## config.mk

```make
export PLATFORM = sky130hd
export DESIGN_NAME = if_stage
export DESIGN_NICKNAME = d
export VERILOG_FILES = /design/src/rtl/if_stage_pkg.sv /design/src/rtl/if_stage_if_id_reg.sv /design/src/rtl/if_stage.sv
export SDC_FILE = /design/constraint.sdc
export NUM_CORES = 1
export LEC_CHECK = 0
export ABC_AREA = 1
export CAP_MARGIN = 30
export CORE_UTILIZATION = 42
export CTS_CLUSTER_DIAMETER = 100
export DETAILED_ROUTE_END_ITERATION = 16
export PLACE_DENSITY_LB_ADDON = 0.15
export SETUP_SLACK_MARGIN = 0.3
export SLEW_MARGIN = 15
export SYNTH_ARGS = -nofsm -noshare
export SYNTH_HDL_FRONTEND = slang
export SYNTH_SLANG_ARGS = --single-unit
export TNS_END_PERCENT = 100
```

## constraint.sdc

```tcl
create_clock -name clk -period 9.5 [get_ports clk]
set_input_delay 1.425 -clock clk [delete_from_list [all_inputs] [get_ports clk]]
set_output_delay 1.425 -clock clk [all_outputs]
set_load 0.005 [all_outputs]
```

## src/rtl/if_stage_pkg.sv

```systemverilog
// Shared definitions for the instruction-fetch stage:
// bubble encoding, PC step, FSM states and the IF/ID bundle.
package if_stage_pkg;

  localparam int XLEN = 32;

  localparam logic [XLEN-1:0] NOP_INSTR = 32'h0000_0000;
  localparam logic [XLEN-1:0] PC_INCR   = 32'd4;

  typedef enum logic [1:0] {
    BOOT  = 2'd0,
    FETCH = 2'd1,
    HELD  = 2'd2,
    DRAIN = 2'd3
  } fetch_state_t;

  typedef struct packed {
    logic [XLEN-1:0] pc;
    logic [XLEN-1:0] instr;
    logic            valid;
  } if_id_t;

  localparam int IF_ID_W = $bits(if_id_t);

  localparam if_id_t IF_ID_BUBBLE = '{
    pc:    '0,
    instr: NOP_INSTR,
    valid: 1'b0
  };

  function automatic logic [XLEN-1:0] word_align(
    input logic [XLEN-1:0] a
  );
    return {a[XLEN-1:2], 2'b00};
  endfunction

endpackage

```

## src/rtl/if_stage_if_id_reg.sv

```systemverilog
// IF/ID pipeline register.
// Priority: flush > stall > load; idle cycles insert a bubble.
module if_id_reg
  import if_stage_pkg::*;
(
  input  logic            clk,
  input  logic            rst,
  input  logic            load,
  input  logic            stall,
  input  logic            flush,
  input  logic [XLEN-1:0] d_pc,
  input  logic [XLEN-1:0] d_instr,
  output if_id_t          q
);

  // Bubble on flush or idle, hold on stall, capture on load.
  always_ff @(posedge clk or posedge rst) begin
    if (rst) begin
      q <= IF_ID_BUBBLE;
    end else if (flush) begin
      q <= IF_ID_BUBBLE;
    end else if (stall) begin
      q <= q;
    end else if (load) begin
      q <= '{pc: d_pc, instr: d_instr, valid: 1'b1};
    end else begin
      q <= IF_ID_BUBBLE;
    end
  end

endmodule

```

## src/rtl/if_stage.sv

```systemverilog
// Instruction-fetch stage: PC, single-outstanding imem
// handshake, one-entry skid buffer and IF/ID register.
module if_stage
  import if_stage_pkg::*;
#(
  parameter logic [31:0] RESET_PC = 32'h0000_0000
) (
  input  logic        clk,
  input  logic        rst,
  input  logic        stall,
  input  logic        flush,
  input  logic        redirect_en,
  input  logic [31:0] redirect_pc,
  output logic        imem_req,
  output logic [31:0] imem_addr,
  input  logic        imem_ack,
  input  logic [31:0] imem_rdata,
  output logic [31:0] id_pc,
  output logic [31:0] id_instr,
  output logic        id_valid
);

  fetch_state_t    state;
  logic [XLEN-1:0] req_addr;
  logic [XLEN-1:0] tgt_pc;
  logic [XLEN-1:0] buf_pc;
  logic [XLEN-1:0] buf_instr;
  logic [XLEN-1:0] target;
  logic [XLEN-1:0] next_addr;

  logic            ld;
  logic [XLEN-1:0] ld_pc;
  logic [XLEN-1:0] ld_instr;
  if_id_t          if_id;

  assign target    = word_align(redirect_pc);
  assign next_addr = req_addr + PC_INCR;

  // Request is raised whenever a fetch is in flight,
  // including the squashed one being drained.
  assign imem_req  = (state == FETCH) || (state == DRAIN);
  assign imem_addr = req_addr;

  // Choose what the IF/ID register captures this cycle.
  always_comb begin
    ld       = 1'b0;
    ld_pc    = buf_pc;
    ld_instr = buf_instr;
    unique case (1'b1)
      state == FETCH: begin
        ld       = imem_ack && !redirect_en;
        ld_pc    = req_addr;
        ld_instr = imem_rdata;
      end
      state == HELD: begin
        ld = !redirect_en;
      end
      default: begin
        ld = 1'b0;
      end
    endcase
  end

  // Fetch FSM: address sequencing, redirect and skid capture.
  always_ff @(posedge clk or posedge rst) begin
    if (rst) begin
      state     <= BOOT;
      req_addr  <= RESET_PC;
      tgt_pc    <= '0;
      buf_pc    <= '0;
      buf_instr <= NOP_INSTR;
    end else begin
      unique case (state)
        BOOT: begin
          state <= FETCH;
          if (redirect_en) req_addr <= target;
        end
        FETCH: begin
          if (redirect_en) begin
            if (imem_ack) begin
              req_addr <= target;
            end else begin
              tgt_pc <= target;
              state  <= DRAIN;
            end
          end else if (imem_ack) begin
            req_addr <= next_addr;
            if (stall && !flush) begin
              buf_pc    <= req_addr;
              buf_instr <= imem_rdata;
              state     <= HELD;
            end
          end
        end
        HELD: begin
          if (redirect_en) begin
            req_addr <= target;
            state    <= FETCH;
          end else if (flush || !stall) begin
            state <= FETCH;
          end
        end
        DRAIN: begin
          if (redirect_en) tgt_pc <= target;
          if (imem_ack) begin
            req_addr <= redirect_en ? target : tgt_pc;
            state    <= FETCH;
          end
        end
        default: state <= BOOT;
      endcase
    end
  end

  if_id_reg u_if_id (
    .clk     (clk),
    .rst     (rst),
    .load    (ld),
    .stall   (stall),
    .flush   (flush),
    .d_pc    (ld_pc),
    .d_instr (ld_instr),
    .q       (if_id)
  );

  assign id_pc    = if_id.pc;
  assign id_instr = if_id.instr;
  assign id_valid = if_id.valid;

endmodule

```

; After elaboration in Yosys (flattened, before gate mapping)
; Cells that the tools add are included.
[totals]
regBits = 195
wordCells = 61
[op_classes]
add_sub_neg = 1
n_eq_ne = 13
mux = 24
bitwise = 1
reduce_logical = 14
[ops]
columns = op, n
row1 = two-way mux 32 bit, 10
row2 = two-way mux 65 bit, 3
row3 = one-hot mux 32 bit (3 select lines), 1
row4 = one-hot mux 32 bit (2 select lines), 1
row5 = "adder 32 x 3 -> 32 bit, second input constant", 1
row6 = two-way mux 2 bit, 7
row7 = "!= test 2 bit, second input constant", 4
row8 = one-hot mux 2 bit (4 select lines), 1
row9 = "!= test 3 x 2 -> 1 bit, second input constant", 2
row10 = "!= test 3 bit, second input constant", 2
row11 = AND reduction 3 bit, 2
row12 = AND reduction 5 bit, 1
row13 = "equality test 2 bit, second input constant", 2
row14 = "!= test 2 x 1 -> 1 bit, second input constant", 2
row15 = AND reduction 4 bit, 1
row16 = logical NOT 1 bit, 3
row17 = "equality test 2 x 1 -> 1 bit, second input constant", 1
row18 = logical AND 1 bit, 2
row19 = logical NOT 2 bit, 1
row20 = logical OR 1 bit, 2
row21 = one-hot mux 1 bit (2 select lines), 1
row22 = nonzero test 2 bit, 1
row23 = OR reduction 2 bit, 1
row24 = NOT 1 bit, 1

; Longest topological paths before layout
; Gate-level depths: netlist of the first run.
[depth]
ltp_word = 6
depth_mapped = 12
ltp_nobuf = 12

; Cells and area by module
; Synthesis of the first run repeated with hierarchy kept, for this count alone.
[unflattened]
hier_cells = 1443
area_unflattened_um2 = 10468.8
[modules_own_cells]
columns = module, n_inst, cells_per_inst, area_each_um2, seq_area_each_um2
row1 = if_stage, 1, 1023, 7378.3, 3253.1
row2 = if_id_reg, 1, 420, 3090.5, 1626.6

; Worst setup path before layout of the first run
; No wires, ideal clock.
[synth_timing]
path_type = input-to-reg
start = input port redirect_en
end = register req_addr[14], in the netlist imem_addr[14]
t_arrival_ps = 2335
t_required_ps = 9434
slack_ps = 7099
path_stages = 8
path_cell_list = buf_2 > inv_2 > buf_2 > buf_2 > o21ai_0 > o21ai_0 > nand2_1 > nand2_1
[synth_between]
elab_chain_len = 3
elab_cells_between_ends = 6
cone_classes = 1 x eq/ne / 4 x mux / 1 x reduce/logical
[synth_lines]
columns = element, line
row1 = start: declaration, if_stage.sv:12  ; input logic redirect_en,
row2 = two-way mux 32 bit, -
row3 = two-way mux 32 bit, if_stage.sv:105  ; if (imem_ack) begin
row4 = one-hot mux 32 bit (3 select lines), if_stage.sv:73  ; unique case (state)
row5 = end signal: assignment, if_stage.sv:76  ; if (redirect_en) req_addr <= target;
row6 = end signal: assignment, if_stage.sv:81  ; req_addr <= target;
row7 = end signal: assignment, if_stage.sv:106  ; req_addr <= redirect_en ? target : tgt_pc;
row8 = end: declaration, if_stage.sv:24  ; logic [XLEN-1:0] req_addr;
; Several ways; a longest one is shown, not always the timed one. The select of a mux whose other input is x is not followed.
; A chain may end at the register's enable or synchronous reset.

; Worst setup path after layout of the first run
[layout_timing]
start = register state[1]
end = output port imem_req
[layout_between]
elab_chain_len = 2
elab_cells_between_ends = 3
cone_classes = 2 x eq/ne / 1 x reduce/logical
[layout_lines]
columns = element, line
row1 = start: declaration, if_stage.sv:23  ; fetch_state_t state;
row2 = start signal: assignment, if_stage.sv:67  ; state <= BOOT;
row3 = start signal: assignment, if_stage.sv:75  ; state <= FETCH;
row4 = start signal: assignment, if_stage.sv:84  ; state <= DRAIN;
row5 = equality test 2 x 1 -> 1 bit / equality test 2 bit (equally long branches), if_stage.sv:41  ; assign imem_req = (state == FETCH) || (state == DRAIN);
row6 = logical OR 1 bit (*), if_stage.sv:41
row7 = end: declaration, if_stage.sv:14  ; output logic imem_req,
; Every way passes the cells marked *; elsewhere a longest branch is shown, timed or not.

==> impl_metrics.py, run 1 <==
metrics = {
    "status": {
        "status": "complete, no violations",
    },
    "logic_synthesis": {
        "yosysWarningCount": 0,
        "synth_top_family_by_area": "simple AND/OR/NAND/NOR gates",
        "syn-instance-count": 1374,
        "synth_area_sq_mm": 0.0101,
        "syn_nets": 1449,
        "synth-compound-area-share_pct": 19.1,
        "synth_cell_types": 28,
        "seq_area_frac_synth_pct": 48.4,
        "synth_mux_area_share_pct": 0,
        "synth_xor_area_share_pct": 0.0869,
        "syn_area_per_cell_sq_um": 7.33,
        "synth_fa_ha_area_share_pct": 0.621,
        "yosys.area.top_type": "dfrtp_1",
        "synth.area.top_cells": "dfrtp_1 48%, nand2_1 19%, o21ai_0 13%",
        "synthSimpleGateAreaFrac_pct": 24.1,
        "synth_top_area_share_pct": 48.4,
        "synth_seq_cells": 195,
    },
    "grt": {
        "grt_overflow": 0,
        "top_usage_layer": "met2",
        "grt_max_degree": 129,
        "grt_use_met1_pct": 33.3,
        "grtUsageMet3_pct": 4.02,
        "first_global_vias": 8363,
        "grtUsageMet2_pct": 34.9,
        "grt_use_total_pct": 22.9,
        "grt_pass1_wl_um": 43900,
        "antenna_found_initial": 0,
    },
    "critical_path": {
        "crit_fanout": 62,
        "arrival_ns": 2.25,
        "worstSetupPathType": "reg2out",
        "rr_worst_depth": 8,
        "rr_endpoint": "tgt_pc[11]$_DFFE_PP0P_",
        "cp-end-kind": "output pin",
        "critPathLaunchType": "register",
        "regToRegStartpoint": "state[1]$_DFFE_PP0P_",
        "crit_required_ns": 8.08,
        "rrSetupSlack_ns": 6.57,
    },
    "cells_and_area": {
        "final_util_pct": 53.6,
        "layout_commonest_cell": "nand2_1",
        "layout.nets": 1566,
        "antenna_cells": 0,
        "area_growth_pct": 25.0,
        "most-common-layout-cells": "505 x nand2_1, 261 x o21ai_0, 195 x dfrtp_1",
        "drive_above_1_share_pct": 4.65,
    },
    "placement": {
        "dpl.hpwl_um": 17400,
        "port_buffers": 165,
        "place.gp.congestion": 0.851,
    },
    "sta": {
        "rsz0062_at_grt": "no",
        "fin_tns_setup_ns": 0,
        "skew_ns": 0.0157,
        "min_period_ns": 3.68,
        "final_max_slew_viol_count": 0,
        "hold_violations": 0,
        "finalSetupViolations": 0,
        "tightest_slew_ns": 0.785,
        "relSlewSlack_pct": 47.7,
        "fin_crit_sh_pct": 38.7,
        "clock.fmax_ghz": 0.272,
    },
    "drt": {
        "drtIter0Drc": 740,
        "detail_route.first_pass.iterations": 5,
        "route.vias.total": 9281,
        "via_per_inst": 5.09,
        "drt_wl_total_um": 27100,
        "ant_nets": 0,
        "drc": 0,
        "wl_per_cell_um": 14.9,
    },
    "hold_path": {
        "min_from": "buf_pc[27]$_DFFE_PP0P_",
        "hp-class": "reg2reg",
        "min_to": "buf_pc[27]$_DFFE_PP0P_",
        "whs_path_depth": 2,
    },
    "die": {
        "die_area_sq_mm": 0.0246,
        "die_h_um": 157,
        "die_width_um": 157,
        "core-area_sq_mm": 0.0235,
        "rows": 56,
        "io_pins": 168,
        "start_util_pct": 42.9,
    },
    "clock_network": {
        "cts_sinks": 195,
        "cts_made_buffers": 17,
        "insertion_delay_ns": 0.44,
        "cts_max_level": 4,
        "cts_tree": "built",
        "ctsResizeCount": 0,
        "cts_setup_buffers": 0,
        "cts-root-buf": "clkbuf_16",
        "clkTransAtPathRegs_ns": 0.08,
        "holdBufCountCts": 0,
        "max-clock-path-buffers": 2,
    },
    "job": {
        "drv_cap": 0,
    },
    "power_and_ir_drop": {
        "peakVddDrop_uv": 265,
        "leakage_nw": 5.74,
        "power.density_mw_per_mm2": 285,
    },
}
[layer usage]
| layer | wire (um) | vias to the layer above |
|---|---|---|
| met5 | 0 | - |
| met2 | 12000 | 284 |
| li1 | - | 4661 |
| met1 | 13300 | 4311 |
| met3 | 1430 | 25 |
| met4 | 384 | 0 |
[synthesized netlist by cell type]
cell type,instances
inv_1,105
nand2_2,1
buf_1,5
o21a_1,9
buf_4,4
inv_2,5
nand2_1,505
nor2_2,2
nand3_1,44
nor2_4,7
o21ai_1,3
nor2_1,43
ha_1,5
a22oi_1,1
o21ai_0,261
nor3_4,1
o2111ai_1,2
a31oi_1,1
a21oi_1,81
dfrtp_1,195
and2_1,1
xor2_1,1
clkbuf_1,43
a211oi_1,7
o22ai_1,7
nor3_1,4
nand2_4,1
buf_2,30
[flip-flops by register name (all words and copies together) (netlist names)]
name and count:
tgt_pc 32, imem_addr 32, buf_instr 32, u_if_id.q 65
state 2, buf_pc 32
[per-stage QoR]
stage	total power, mW	std cells	instance area [sq um]	setup WS (ns)	hold WS, ns
after floorplan	2.33	1374	10100	2.76	0.448
after global placement	2.81	1787	11900	5.75	0.461
after detailed placement	2.85	1788	11900	5.73	0.465
after CTS	3.59	1820	12500	5.79	0.485
after global routing	3.91	1823	12600	5.66	0.495
final	3.59	1823	12600	5.82	0.481
[critical path, stage by stage (launching register included)]
cell and delay, ns:
dfrtp_1 0.43, inv_1 0.12, ha_4 0.60, nor2_4 0.08, inv_1 0.08, clkdlybuf4s50_1 0.49
[how the worst max path moves through the flow]
stage | startpoint | to | cells after the start
2_1_floorplan | rst | buf_instr[0]$_DFFE_PP0P_ | 1
3_3_place_gp | flush | buf_instr[15]$_DFFE_PP0P_ | 6
3_5_place_dp | stall | buf_pc[10]$_DFFE_PP0P_ | 9
4_1_cts | state[1]$_DFFE_PP0P_ | imem_req | 5
5_1_grt | state[1]$_DFFE_PP0P_ | imem_req | 5
6_report | state[1]$_DFFE_PP0P_ | imem_req | 5
[kinds of logic after synthesis]
family	count (synthesis)
and+or+nand+nor	609
AOI/OAI and AO/OA	372
buffers and inverters	192
adders and majority gates	5
DFF	195
xor gates and xnor gates	1
[where the power goes]
group / switching (mW) / internal, mW / total (mW)
registers: 0.203 / 1.11 / 1.31
logic: 0.946 / 0.596 / 1.54
clock network: 0.373 / 0.359 / 0.732
[area by class of cell]
cell class                 instances  area (sq um)
fill                            2264         10900
sequential                       195          4880
multi-input combinational        987          4470
timing repair buffer             180          1820
clock buffer                      17           425
inverter                         110           420
tap                              319           399
clock inverter                    15           179
No activity file was read; power rests on OpenSTA's default activity.
==> run 2, diff against run 1 <==
==> constraint.sdc (replaced) <==
create_clock -name clk -period 3.22 [get_ports clk]
set_input_delay 0.483 -clock clk [delete_from_list [all_inputs] [get_ports clk]]
set_output_delay 0.483 -clock clk [all_outputs]
set_load 0.005 [all_outputs]
==> impl_metrics.py, run 2 (synthesis gave the netlist of run 1 again) <==
metrics = {
    "clock_network": {
        "holdBufCountCts": 0,
        "clkTransAtPathRegs_ns": 0.08,
        "max-clock-path-buffers": 2,
        "cts-root-buf": "clkbuf_16",
        "cts_tree": "built",
        "cts_setup_buffers": 0,
        "insertion_delay_ns": 0.44,
        "cts_made_buffers": 17,
        "cts_max_level": 4,
        "ctsResizeCount": 0,
        "cts_sinks": 195,
    },
    "drt": {
        "drtIter0Drc": 782,
        "drt_wl_total_um": 27200,
        "via_per_inst": 5.07,
        "drc": 0,
        "detail_route.first_pass.iterations": 6,
        "ant_nets": 0,
        "wl_per_cell_um": 14.9,
        "route.vias.total": 9259,
    },
    "critical_path": {
        "endpoint": "imem_req",
        "crit_start": "state[1]$_DFFE_PP0P_",
        "path_cells": "inv_1, ha_4, nor2_4, inv_1, clkdlybuf4s50_1",
        "crit_fanout": 42,
        "cp_num_buf_inv": 3,
        "slowest_delay_ns": 0.52,
        "regToRegStartpoint": "state[1]$_DFFE_PP0P_",
        "cp-end-kind": "output pin",
        "critPathLaunchType": "register",
        "cp_top_family": "buffers and inverters",
        "cp_slowest_cell": "ha_4",
        "rrSetupSlack_ns": 0.67,
        "worstSetupPathType": "reg2out",
        "crit_required_ns": 2.74,
        "rr_endpoint": "buf_pc[31]$_DFFE_PP0P_",
        "rr_worst_depth": 8,
        "crit_cells": 5,
        "crit_top_cell": "inv_1",
        "arrival_ns": 2.14,
    },
    "cells_and_area": {
        "drive_above_1_share_pct": 4.97,
        "layout.nets": 1571,
        "area_growth_pct": 25.3,
        "antenna_cells": 0,
        "largest_reg_flops": 65,
        "most-common-layout-cells": "505 x nand2_1, 261 x o21ai_0, 195 x dfrtp_1",
        "layout_commonest_cell": "nand2_1",
        "largest_register": "u_if_id.q",
    },
    "sta": {
        "tightest_slew_ns": 0.786,
        "min_period_ns": 2.62,
        "rsz0062_at_grt": "no",
        "hold-worst-slack_ns": 0.320,
        "hold_violations": 0,
        "fin_crit_sh_pct": 81.4,
        "skew_ns": 0.0126,
        "clock.fmax_ghz": 0.381,
        "relSlewSlack_pct": 47.6,
        "finalSetupViolations": 0,
        "fin_tns_setup_ns": 0,
        "final_max_slew_viol_count": 0,
    },
    "die": {
        "die_area_sq_mm": 0.0246,
        "start_util_pct": 42.9,
        "core-area_sq_mm": 0.0235,
        "die_width_um": 157,
        "io_pins": 168,
        "rows": 56,
        "die_h_um": 157,
    },
    "power_and_ir_drop": {
        "leakage_nw": 5.76,
        "power.density_mw_per_mm2": 842,
        "peakVddDrop_uv": 507,
    },
    "hold_path": {
        "hp-class": "in2async",
    },
    "grt": {
        "grt_use_total_pct": 22.5,
        "grt_max_degree": 101,
        "first_global_vias": 8355,
        "grt_pass1_wl_um": 43500,
        "antenna_found_initial": 0,
        "grt_overflow": 0,
    },
    "status": {
        "status": "complete, no violations",
    },
    "placement": {
        "dpl.hpwl_um": 18400,
        "port_buffers": 165,
        "place.gp.congestion": 0.837,
    },
    "job": {
        "drv_cap": 0,
    },
}
-- run 2: layout make-up --
cell class                      instances  area (sq um)
Fill cell                            2298         10900
Timing Repair Buffer                  185          1830
Sequential cell                       195          4880
Clock inverter                         15           193
Multi-Input combinational cell        987          4470
Tap cell                              319           399
Inverter                              110           417
Clock buffer                           17           425
-- run 2: how the worst min path moves through the flow --
stage | startpoint | slack [ns] | endpoint | depth (start not counted)
global placement | buf_pc[13]$_DFFE_PP0P_ | 0.46 | buf_pc[13]$_DFFE_PP0P_ | 2
global route | rst | 0.32 | u_if_id.q[36]$_DFFE_PP0N_ | 2
finish | rst | 0.32 | buf_pc[3]$_DFFE_PP0P_ | 2
floorplan | buf_instr[0]$_DFFE_PP0P_ | 0.45 | buf_instr[0]$_DFFE_PP0P_ | 2
detailed placement | u_if_id.q[0]$_DFFE_PP0N_ | 0.47 | u_if_id.q[0]$_DFFE_PP0N_ | 2
CTS | rst | 0.31 | u_if_id.q[36]$_DFFE_PP0N_ | 2
-- run 2: through the flow --
step / worst slack (ns) / area, sq um / utilization (%) / instances / total power [mW]
floorplan: 0.219 / 10100 / - / 1374 / 6.87
CTS: 0.577 / 12600 / 53.8 / 1828 / 10.7
detailed placement: 0.677 / 12000 / 51.1 / 1796 / 8.47
finish: 0.599 / 12600 / 53.8 / 1828 / 10.6
global placement: 0.717 / 12000 / 51.1 / 1796 / 8.35
global route: 0.428 / 12600 / 53.8 / 1828 / 11.5
-- run 2: layer usage --
layer  wire (um)  vias up  GRT usage, %
met1       13400     4303          32.8
li1            -     4672             -
met4         354        0          6.16
met5           0        -             0
met3        1320       23          3.46
met2       12100      261          34.5
-- run 2: where the power goes --
group | leakage (nW) | switching (mW) | internal, mW | total [mW]
clock | 0.293 | 1.11 | 1.06 | 2.17
sequential | 2.54 | 0.609 | 3.27 | 3.88
combinational | 2.92 | 2.80 | 1.77 | 4.57
